**config.mk**
```make
export PLATFORM = sky130hd
export DESIGN_NAME = hazard_ctrl
export DESIGN_NICKNAME = d
export VERILOG_FILES = /design/src/rtl/hazard_ctrl.sv
export SDC_FILE = /design/constraint.sdc
export NUM_CORES = 1
export LEC_CHECK = 0
export CAP_MARGIN = 20
export CORE_ASPECT_RATIO = 2
export CORE_MARGIN = 10
export CORE_UTILIZATION = 30
export DETAILED_ROUTE_END_ITERATION = 7
export PLACE_DENSITY = 0.64
export SLEW_MARGIN = 20
export SYNTH_ARGS = -nofsm -noshare
export SYNTH_HDL_FRONTEND = slang
export SYNTH_SLANG_ARGS = --single-unit
```
**constraint.sdc**
```tcl
create_clock -name CLOCK -period 3.69 [get_ports CLOCK]
set_input_delay 0.5535 -clock CLOCK [delete_from_list [all_inputs] [get_ports CLOCK]]
set_output_delay 0.5535 -clock CLOCK [all_outputs]
set_load 0.02 [all_outputs]
```
**src/rtl/hazard_ctrl.sv**
```systemverilog
// ---------------------------------------------------------------------------
// hazard_ctrl
// Pipeline hazard controller for the five-stage MIPS core. Decides each cycle
// whether the front end must stall (load-use, JR operand wait), whether IF/ID
// must be squashed (taken branch, JR go), and which EX operand bypass to use.
// It also keeps a JR wait watchdog and saturating stall/flush statistics.
//
// Ports
//   CLOCK, RESET_N                 clock, asynchronous active-low reset
//   ENABLED                        ID stage holds a valid instruction
//   rs_addrD, rt_addrD             ID source registers
//   use_rsD, use_rtD, jrD          ID reads rs / reads rt / is jr
//   rs_addrE, rt_addrE             EX source registers (forwarding)
//   wb_addrE, RegWriteE, MemtoRegE EX destination, writes, is-load
//   wb_addrM, RegWriteM, MemtoRegM MEM destination, writes, is-load
//   wb_addrW, RegWriteW            WB destination, writes
//   branch_takenE                  branch resolved taken in EX
//   STALL_F, STALL_D               hold PC / hold IF/ID
//   EX_NOP, JR_EX_NOP              bubble into ID/EX (generic / JR wait)
//   FLUSH_D                        squash IF/ID
//   ForwardAE, ForwardBE           00 regfile, 10 MEM ALU result, 01 WB value
//   hazard_state                   winning action of the previous cycle
//   jr_wait_cnt, jr_timeout        JR wait counter and sticky watchdog flag
//   stall_count, flush_count       saturating event counters
// ---------------------------------------------------------------------------
module hazard_ctrl #(
  parameter int JR_MAX_WAIT = 2,
  parameter int CNT_W       = 16
) (
  input  logic             CLOCK,
  input  logic             RESET_N,
  input  logic             ENABLED,
  input  logic [4:0]       rs_addrD,
  input  logic [4:0]       rt_addrD,
  input  logic             use_rsD,
  input  logic             use_rtD,
  input  logic             jrD,
  input  logic [4:0]       rs_addrE,
  input  logic [4:0]       rt_addrE,
  input  logic [4:0]       wb_addrE,
  input  logic             RegWriteE,
  input  logic             MemtoRegE,
  input  logic [4:0]       wb_addrM,
  input  logic             RegWriteM,
  input  logic             MemtoRegM,
  input  logic [4:0]       wb_addrW,
  input  logic             RegWriteW,
  input  logic             branch_takenE,
  output logic             STALL_F,
  output logic             STALL_D,
  output logic             EX_NOP,
  output logic             JR_EX_NOP,
  output logic             FLUSH_D,
  output logic [1:0]       ForwardAE,
  output logic [1:0]       ForwardBE,
  output logic [1:0]       hazard_state,
  output logic [1:0]       jr_wait_cnt,
  output logic             jr_timeout,
  output logic [CNT_W-1:0] stall_count,
  output logic [CNT_W-1:0] flush_count
);

  typedef enum logic [1:0] {
    RUN      = 2'd0,
    LU_STALL = 2'd1,
    JR_WAIT  = 2'd2,
    BR_FLUSH = 2'd3
  } hazardState_e;

  hazardState_e stateReg;
  hazardState_e nextState;

  logic luHaz;
  logic jwHaz;
  logic jgHaz;
  logic brHaz;

  // Raw hazard conditions. Register 0 is hard-wired zero, so it never
  // creates a dependency.
  always_comb begin
    luHaz = ENABLED && RegWriteE && MemtoRegE && (wb_addrE != 5'd0) &&
            ((use_rsD && (rs_addrD == wb_addrE)) ||
             (use_rtD && (rt_addrD == wb_addrE)));
    jwHaz = ENABLED && jrD && (rs_addrD != 5'd0) &&
            ((RegWriteE && (wb_addrE == rs_addrD)) ||
             (RegWriteM && (wb_addrM == rs_addrD)));
    jgHaz = ENABLED && jrD && !jwHaz;
    brHaz = branch_takenE;
  end

  // State register: remembers which action won in the cycle just ended.
  always_ff @(posedge CLOCK or negedge RESET_N) begin
    if (!RESET_N) begin
      stateReg <= RUN;
    end else begin
      stateReg <= nextState;
    end
  end

  // Next-state: the taken branch outranks everything because the younger
  // instructions are wrong-path; a JR wait outranks a load-use stall.
  always_comb begin
    nextState = RUN;
    if (brHaz) begin
      nextState = BR_FLUSH;
    end else if (jwHaz) begin
      nextState = JR_WAIT;
    end else if (luHaz) begin
      nextState = LU_STALL;
    end
  end

  // Control outputs. They follow the same priority as the next-state logic;
  // JR go is not a stored state but still squashes the fall-through fetch.
  // While reset is held the pipeline is forced to bubble and flush.
  always_comb begin
    STALL_F   = 1'b0;
    STALL_D   = 1'b0;
    EX_NOP    = 1'b0;
    JR_EX_NOP = 1'b0;
    FLUSH_D   = 1'b0;
    if (!RESET_N) begin
      EX_NOP  = 1'b1;
      FLUSH_D = 1'b1;
    end else if (nextState == BR_FLUSH) begin
      FLUSH_D = 1'b1;
      EX_NOP  = 1'b1;
    end else if (nextState == JR_WAIT) begin
      STALL_F   = 1'b1;
      STALL_D   = 1'b1;
      JR_EX_NOP = 1'b1;
    end else if (nextState == LU_STALL) begin
      STALL_F = 1'b1;
      STALL_D = 1'b1;
      EX_NOP  = 1'b1;
    end else if (jgHaz) begin
      FLUSH_D = 1'b1;
    end
  end

  // Operand bypass selects. MEM wins over WB because it holds the younger
  // value; a load in MEM has no data yet, so it cannot feed the bypass.
  always_comb begin
    ForwardAE = 2'b00;
    ForwardBE = 2'b00;
    if (RESET_N) begin
      if (RegWriteM && !MemtoRegM && (wb_addrM != 5'd0) && (wb_addrM == rs_addrE)) begin
        ForwardAE = 2'b10;
      end else if (RegWriteW && (wb_addrW != 5'd0) && (wb_addrW == rs_addrE)) begin
        ForwardAE = 2'b01;
      end
      if (RegWriteM && !MemtoRegM && (wb_addrM != 5'd0) && (wb_addrM == rt_addrE)) begin
        ForwardBE = 2'b10;
      end else if (RegWriteW && (wb_addrW != 5'd0) && (wb_addrW == rt_addrE)) begin
        ForwardBE = 2'b01;
      end
    end
  end

  assign hazard_state = stateReg;

  // JR watchdog: count consecutive cycles in which a JR wait actually wins,
  // saturating at 3. The timeout flag is sticky until reset.
  always_ff @(posedge CLOCK or negedge RESET_N) begin
    if (!RESET_N) begin
      jr_wait_cnt <= 2'd0;
      jr_timeout  <= 1'b0;
    end else if (nextState == JR_WAIT) begin
      if (jr_wait_cnt != 2'd3) begin
        jr_wait_cnt <= jr_wait_cnt + 2'd1;
      end
      if (int'(jr_wait_cnt) == JR_MAX_WAIT) begin
        jr_timeout <= 1'b1;
      end
    end else begin
      jr_wait_cnt <= 2'd0;
    end
  end

  // Statistics counters follow the visible controls, so a branch that
  // overrides a stall only bumps the flush count. Both stick at all-ones.
  always_ff @(posedge CLOCK or negedge RESET_N) begin
    if (!RESET_N) begin
      stall_count <= '0;
      flush_count <= '0;
    end else begin
      if (STALL_D && (stall_count != '1)) begin
        stall_count <= stall_count + CNT_W'(1);
      end
      if (FLUSH_D && (flush_count != '1)) begin
        flush_count <= flush_count + CNT_W'(1);
      end
    end
  end

endmodule

```
Word level (Yosys, flattened, before mapping)
Index checks and enable logic that the tools add are counted.
Operators by class
  $add $sub $neg: 3
  reductions and logical operators: 30
  multiplexer cells: 26
  equality and inequality tests: 16
Operator list (number)
  $eq 5x5->1: 8
  $add 16x1->16 const B: 2
  $ne 16x16->1 const B: 2
  $logic_and 1x1->1: 21
  $reduce_bool 5->1: 4
  $mux 1: 18
  $mux 2: 8
  $eq 2x2->1 const B: 3
  $add 2x1->2 const B: 1
  $eq 2x1->1 const B: 1
  $logic_not 1->1: 2
  $logic_or 1x1->1: 2
  $ne 2x1->1 const B: 1
  $ne 2x2->1 const B: 1
  $reduce_and 2->1: 1
Word-level totals
  word-level logic and storage cells: 80
  output and inout port bits: 46
  flip-flop bits (word level): 37
  bits of input ports: 47

Longest topological paths before layout
  depth in word-level cells: 13
  depth in mapped cells: 12
  mapped depth without buffers: 12

Worst setup path after synthesis
No wires, ideal clock.
  path type: input to register
  start: in wb_addrE[2]
  end: reg stall_count[13]
  path buffers: 0
  stages on the path: 12
  arrival: 2.885 ns
  setup slack: 0.676 ns
  required time: 3.561 ns
  setup time: 0.129 ns
  cell sequence: xor2_1 nor4_1 and3_1 a31oi_1 or3_1 nor2b_1 ha_1 nand2b_1 a41oi_2 and3_1 nand4_1 xnor2_1
On the way
  cells in the longest elaborated chain, start to end: 13
  elaborated cells between the ends (all ways): 23
  those cells by class: eq/ne: 6; mux: 7; reduce/logical: 10
RTL lines
  start, declared: line 40  | input logic [4:0] wb_addrE,
  $eq 5x5->1 (on tied branches): line 82, 85, 83
  $logic_and 1x1->1 (on tied branches): line 82, 83
  $logic_or 1x1->1: line 82  | ((use_rsD && (rs_addrD == wb_addrE)) ||
  $logic_and 1x1->1: line 81  | luHaz = ENABLED && RegWriteE && MemtoRegE && (wb_addrE != 5'd0) &&
  $mux 1: line 108  | end else if (luHaz) begin
  $mux 2 (*): line 106  | end else if (jwHaz) begin
  $mux 2 (*): line 104  | if (brHaz) begin
  $eq 2x1->1: line 132  | end else if (nextState == LU_STALL) begin
  $mux 1: line 132
  $mux 1: line 128  | end else if (nextState == JR_WAIT) begin
  $mux 1 (*): line 125  | end else if (nextState == BR_FLUSH) begin
  $mux 1 (*): line 122  | if (!RESET_N) begin
  $logic_and 1x1->1 (*): line 187  | if (STALL_D && (stall_count != '1)) begin
  end signal, assigned: line 188  | stall_count <= stall_count + CNT_W'(1);
  end, declared: line 59  | output logic [CNT_W-1:0] stall_count,
Mark *: on every way between the ends. The rest lies on a longest branch, timed or not.
A chain may end at the register's enable or synchronous reset.

Worst setup path after layout
  start: in wb_addrM[1]
  end: out ForwardAE[0]
On the way
  cells in the longest elaborated chain, start to end: 5
  elaborated cells between the ends (all ways): 6
  those cells by class: eq/ne: 1; mux: 2; reduce/logical: 3
RTL lines
  start, declared: line 43  | input logic [4:0] wb_addrM,
  $reduce_bool 5->1: line 147  | if (RegWriteM && !MemtoRegM && (wb_addrM != 5'd0) && (wb_addrM == rs_addrE)) begin
  $logic_and 1x1->1: line 147
  $logic_and 1x1->1 (*): line 147
  $mux 2 (*): line 147
  $mux 2 (*): line 146  | if (RESET_N) begin
  end, declared: line 54  | output logic [1:0] ForwardAE,
Marked as above.

==> results.json <==
{
  "cp_cell_sequence": "clkdlybuf4s50_1 > buf_4 > or4_1 > o21ai_1 > nor4_1 > nor4_1 > clkdlybuf4s50_1",
  "netlist_area_mm2": 0.002316,
  "synth_cell_types": 47,
  "pwr-share-seq_pct": 37.3,
  "cts_tree": "done",
  "cp.required_ps": 3140,
  "max-cap-violations": 0,
  "fp.dieW_um": 82.13,
  "slew_violations": 0,
  "hold_path_class": "primary input to async pin",
  "relSlewSlack_pct": 64.73,
  "worstSetupEndpointType": "primary output",
  "ys_ff_latch": 37,
  "yosysSeqAreaShare_pct": 39.98,
  "yosys.area.top_type": "dfrtp_1",
  "fin_nets": 405,
  "initial_utilization_pct": 30.70,
  "cts_root_buf": "clkbuf_16",
  "fmax_mhz": 280.6,
  "synth_edf_count": 0,
  "fillCellCount": 752,
  "insertion_delay_ps": 280,
  "rows": 45,
  "cts.sinks": 37,
  "yosysWarnings": 0,
  "drcViolationCount": 0,
  "netlist_instances": 230,
  "wire_per_inst_um": 16.60,
  "swShare_pct": 35.06,
  "grt_max_degree": 44,
  "internal-power_mw": 1.067,
  "async_flop_share_pct": 100.0,
  "pin_count": 93,
  "synthTopCellsByArea": "dfrtp_1, xnor2_1, xor2_1, ha_1, nand3_1",
  "die_area_mm2": 0.01185,
  "synth_nets": 284,
  "crit_fanout": 3,
  "vdd.ir_drop.worst_v": 0.0004998,
  "post-route-min-period_ps": 3564,
  "firstDrtPassIters": 4,
  "final_cells": 446,
  "synth.top_cell.area_share_pct": 39.98,
  "tightest_slew_ps": 529.1,
  "hold_buffers": 0,
  "detail-route-antenna-nets": 0,
  "dp_cells": 437,
  "htreeDepth": 2,
  "cts_buffers": 5,
  "layout-area-overhead-vs-synth_pct": 58.24,
  "path_buf_inv": 3,
  "path_class": "primary input to primary output",
  "worstSetupStartpointType": "primary input",
  "p_per_area_mw_per_mm2": 448.5,
  "gp_congestion": 0.8863,
  "groute.usage.overall_pct": 13.20,
  "syn_area_per_cell_um2": 10.07,
  "combPwrFrac_pct": 37.6,
  "drt_iter0_drc": 42,
  "setup_viol": 0,
  "power.switching_mw": 0.5763,
  "port_buffers": 92,
  "status": "finished, final reports clean",
  "grt_pass1_wl_um": 12040,
  "critPathArrivalTime_ps": 3010,
  "slowest_delay_ps": 650,
  "fin_hold_ws_ps": 410.4,
  "vias_per_cell": 4.807,
  "clock_skew_ps": 6.738,
  "p_leak_nw": 1.501,
  "period_share_pct": 96.59,
  "slowest_stage": "clkdlybuf4s50_1",
  "antenna_found_initial": 0,
  "crit_family": "buffers and inverters",
  "pwr-share-clk_pct": 25.2,
  "clk_path_buf_depth": 2,
  "grt_setup_unrepaired": "false",
  "hpwl_um": 6059,
  "core_mm2": 0.007545,
  "vias": 2144,
  "grt_pass1_vias": 2410,
  "path_clk_slew_ps": 60,
  "wl_um": 7405,
  "grt_overflow": 0,
  "antenna_cells": 0,
  "drive_above_1_share_pct": 15.34,
  "hold_viol_final": 0,
  "synth-main-ff-cell": "dfrtp_1",
  "dieHeight_um": 144.3
}
-- placed cells by master (no fill, tap or decap), types with 2 or more instances in the layout --
cell | synthesis | final
clkdlybuf4s50_1 | 0 | 87
dfrtp_1 | 37 | 37
xnor2_1 | 32 | 32
xor2_1 | 32 | 32
buf_4 | 1 | 25
nand3_1 | 17 | 17
nand2_1 | 15 | 15
nand4_1 | 10 | 10
nor2_1 | 9 | 9
nor4_1 | 9 | 8
or4_1 | 7 | 7
ha_1 | 7 | 7
inv_1 | 6 | 6
and2_1 | 6 | 6
clkbuf_16 | 0 | 5
buf_2 | 0 | 4
nand2b_1 | 3 | 3
and3_1 | 3 | 2
nor2b_1 | 3 | 2
nor3_1 | 2 | 2
clkinv_2 | 0 | 2
-- logic make-up (layout without fill, tap and decap cells) --
logic type	Yosys count	after routing	synth area share, %
fa+ha+maj	7	7	3.782
buf+inv	10	132	2.107
compound gates	17	17	6.268
flops	37	37	39.98
mux	2	2	0.9724
xor+xnor	64	64	24.20
simple gates	93	93	22.69
-- power by group through the flow --
stage | Clock [mW] | Sequential, mW | Combinational (mW)
final | 0.414 | 0.612 | 0.617
after global routing | 0.445 | 0.631 | 0.675
after CTS | 0.434 | 0.615 | 0.629
after detailed placement | 0 | 0.621 | 0.626
after global placement | 0 | 0.619 | 0.622
after floorplan | 0 | 0.705 | 0.203
-- path summary, 6_finish.rpt --
path | start | to | slack [ps] | depth (start not counted)
hold reg to reg | jr_timeout$_DFFE_PN0P_ | jr_timeout$_DFFE_PN0P_ | 470 | 1
setup / recovery | wb_addrM[1] | ForwardAE[0] | 130 | 7
setup reg to reg | flush_count[0]$_DFFE_PN0P_ | flush_count[6]$_DFFE_PN0P_ | 1750 | 5
hold / removal | RESET_N | flush_count[14]$_DFFE_PN0P_ | 410 | 2
max in group asynchronous | RESET_N | stall_count[1]$_DFFE_PN0P_ | 2910 | 2
min in group CLOCK | jr_timeout$_DFFE_PN0P_ | jr_timeout$_DFFE_PN0P_ | 470 | 1
-- flip-flops by register name (all words and copies together) (netlist names) --
register / count
flush_count: 16
hazard_state: 2
jr_timeout: 1
jr_wait_cnt: 2
stall_count: 16
-- stage by stage --
step                cell area (µm²)  util [%]  TNS, ps  worst slack, ps  total power, mW
detailed placement             3507     46.48    -1757           -322.0            1.247
global placement               3507     46.48    -1864           -323.7            1.241
CTS                            3652     48.41        0            2.952            1.678
floorplan                      2316         -        0            675.6           0.9083
global route                   3665     48.57        0            10.71            1.752
finish                         3665     48.57        0            125.6            1.644
-- cell usage after synthesis (all sizes together) (2+ instances only) --
| library cell | instances |
|---|---|
| a21o | 2 |
| a41oi | 2 |
| and2 | 6 |
| and3 | 3 |
| buf | 2 |
| dfrtp | 37 |
| ha | 7 |
| inv | 7 |
| mux2 | 2 |
| nand2 | 16 |
| nand2b | 3 |
| nand3 | 18 |
| nand4 | 10 |
| nor2 | 10 |
| nor2b | 3 |
| nor3 | 3 |
| nor4 | 9 |
| o21ai | 2 |
| or4 | 7 |
| xnor2 | 32 |
| xor2 | 32 |
-- routing by layer --
layer	up-vias	track usage [%]	wire [µm]
met1	1019	12.21	2532
li1	1049	-	-
met5	-	0	0
met4	0	6.396	214
met3	12	3.918	536
met2	64	24.73	4122
-- repair_timing --
item                       4_1_cts  5_1_grt
pin swaps                        0        3
resized for setup               12        9
setup endpoints to repair        5       16
setup buffers                    0        1
-- layout make-up --
| type | count | area, µm² | area share (%) |
|---|---|---|---|
| clock buffer | 5 | 125.1 | 3.414 |
| inverter | 7 | 26.28 | 0.7170 |
| timing repair buffer | 117 | 1087 | 29.67 |
| clock inverter | 3 | 17.52 | 0.4780 |
| sequential | 37 | 925.9 | 25.26 |
| multi-input combinational | 183 | 1365 | 37.25 |
| tap | 94 | 117.6 | 3.209 |
Power figures use the tool's default switching activity.
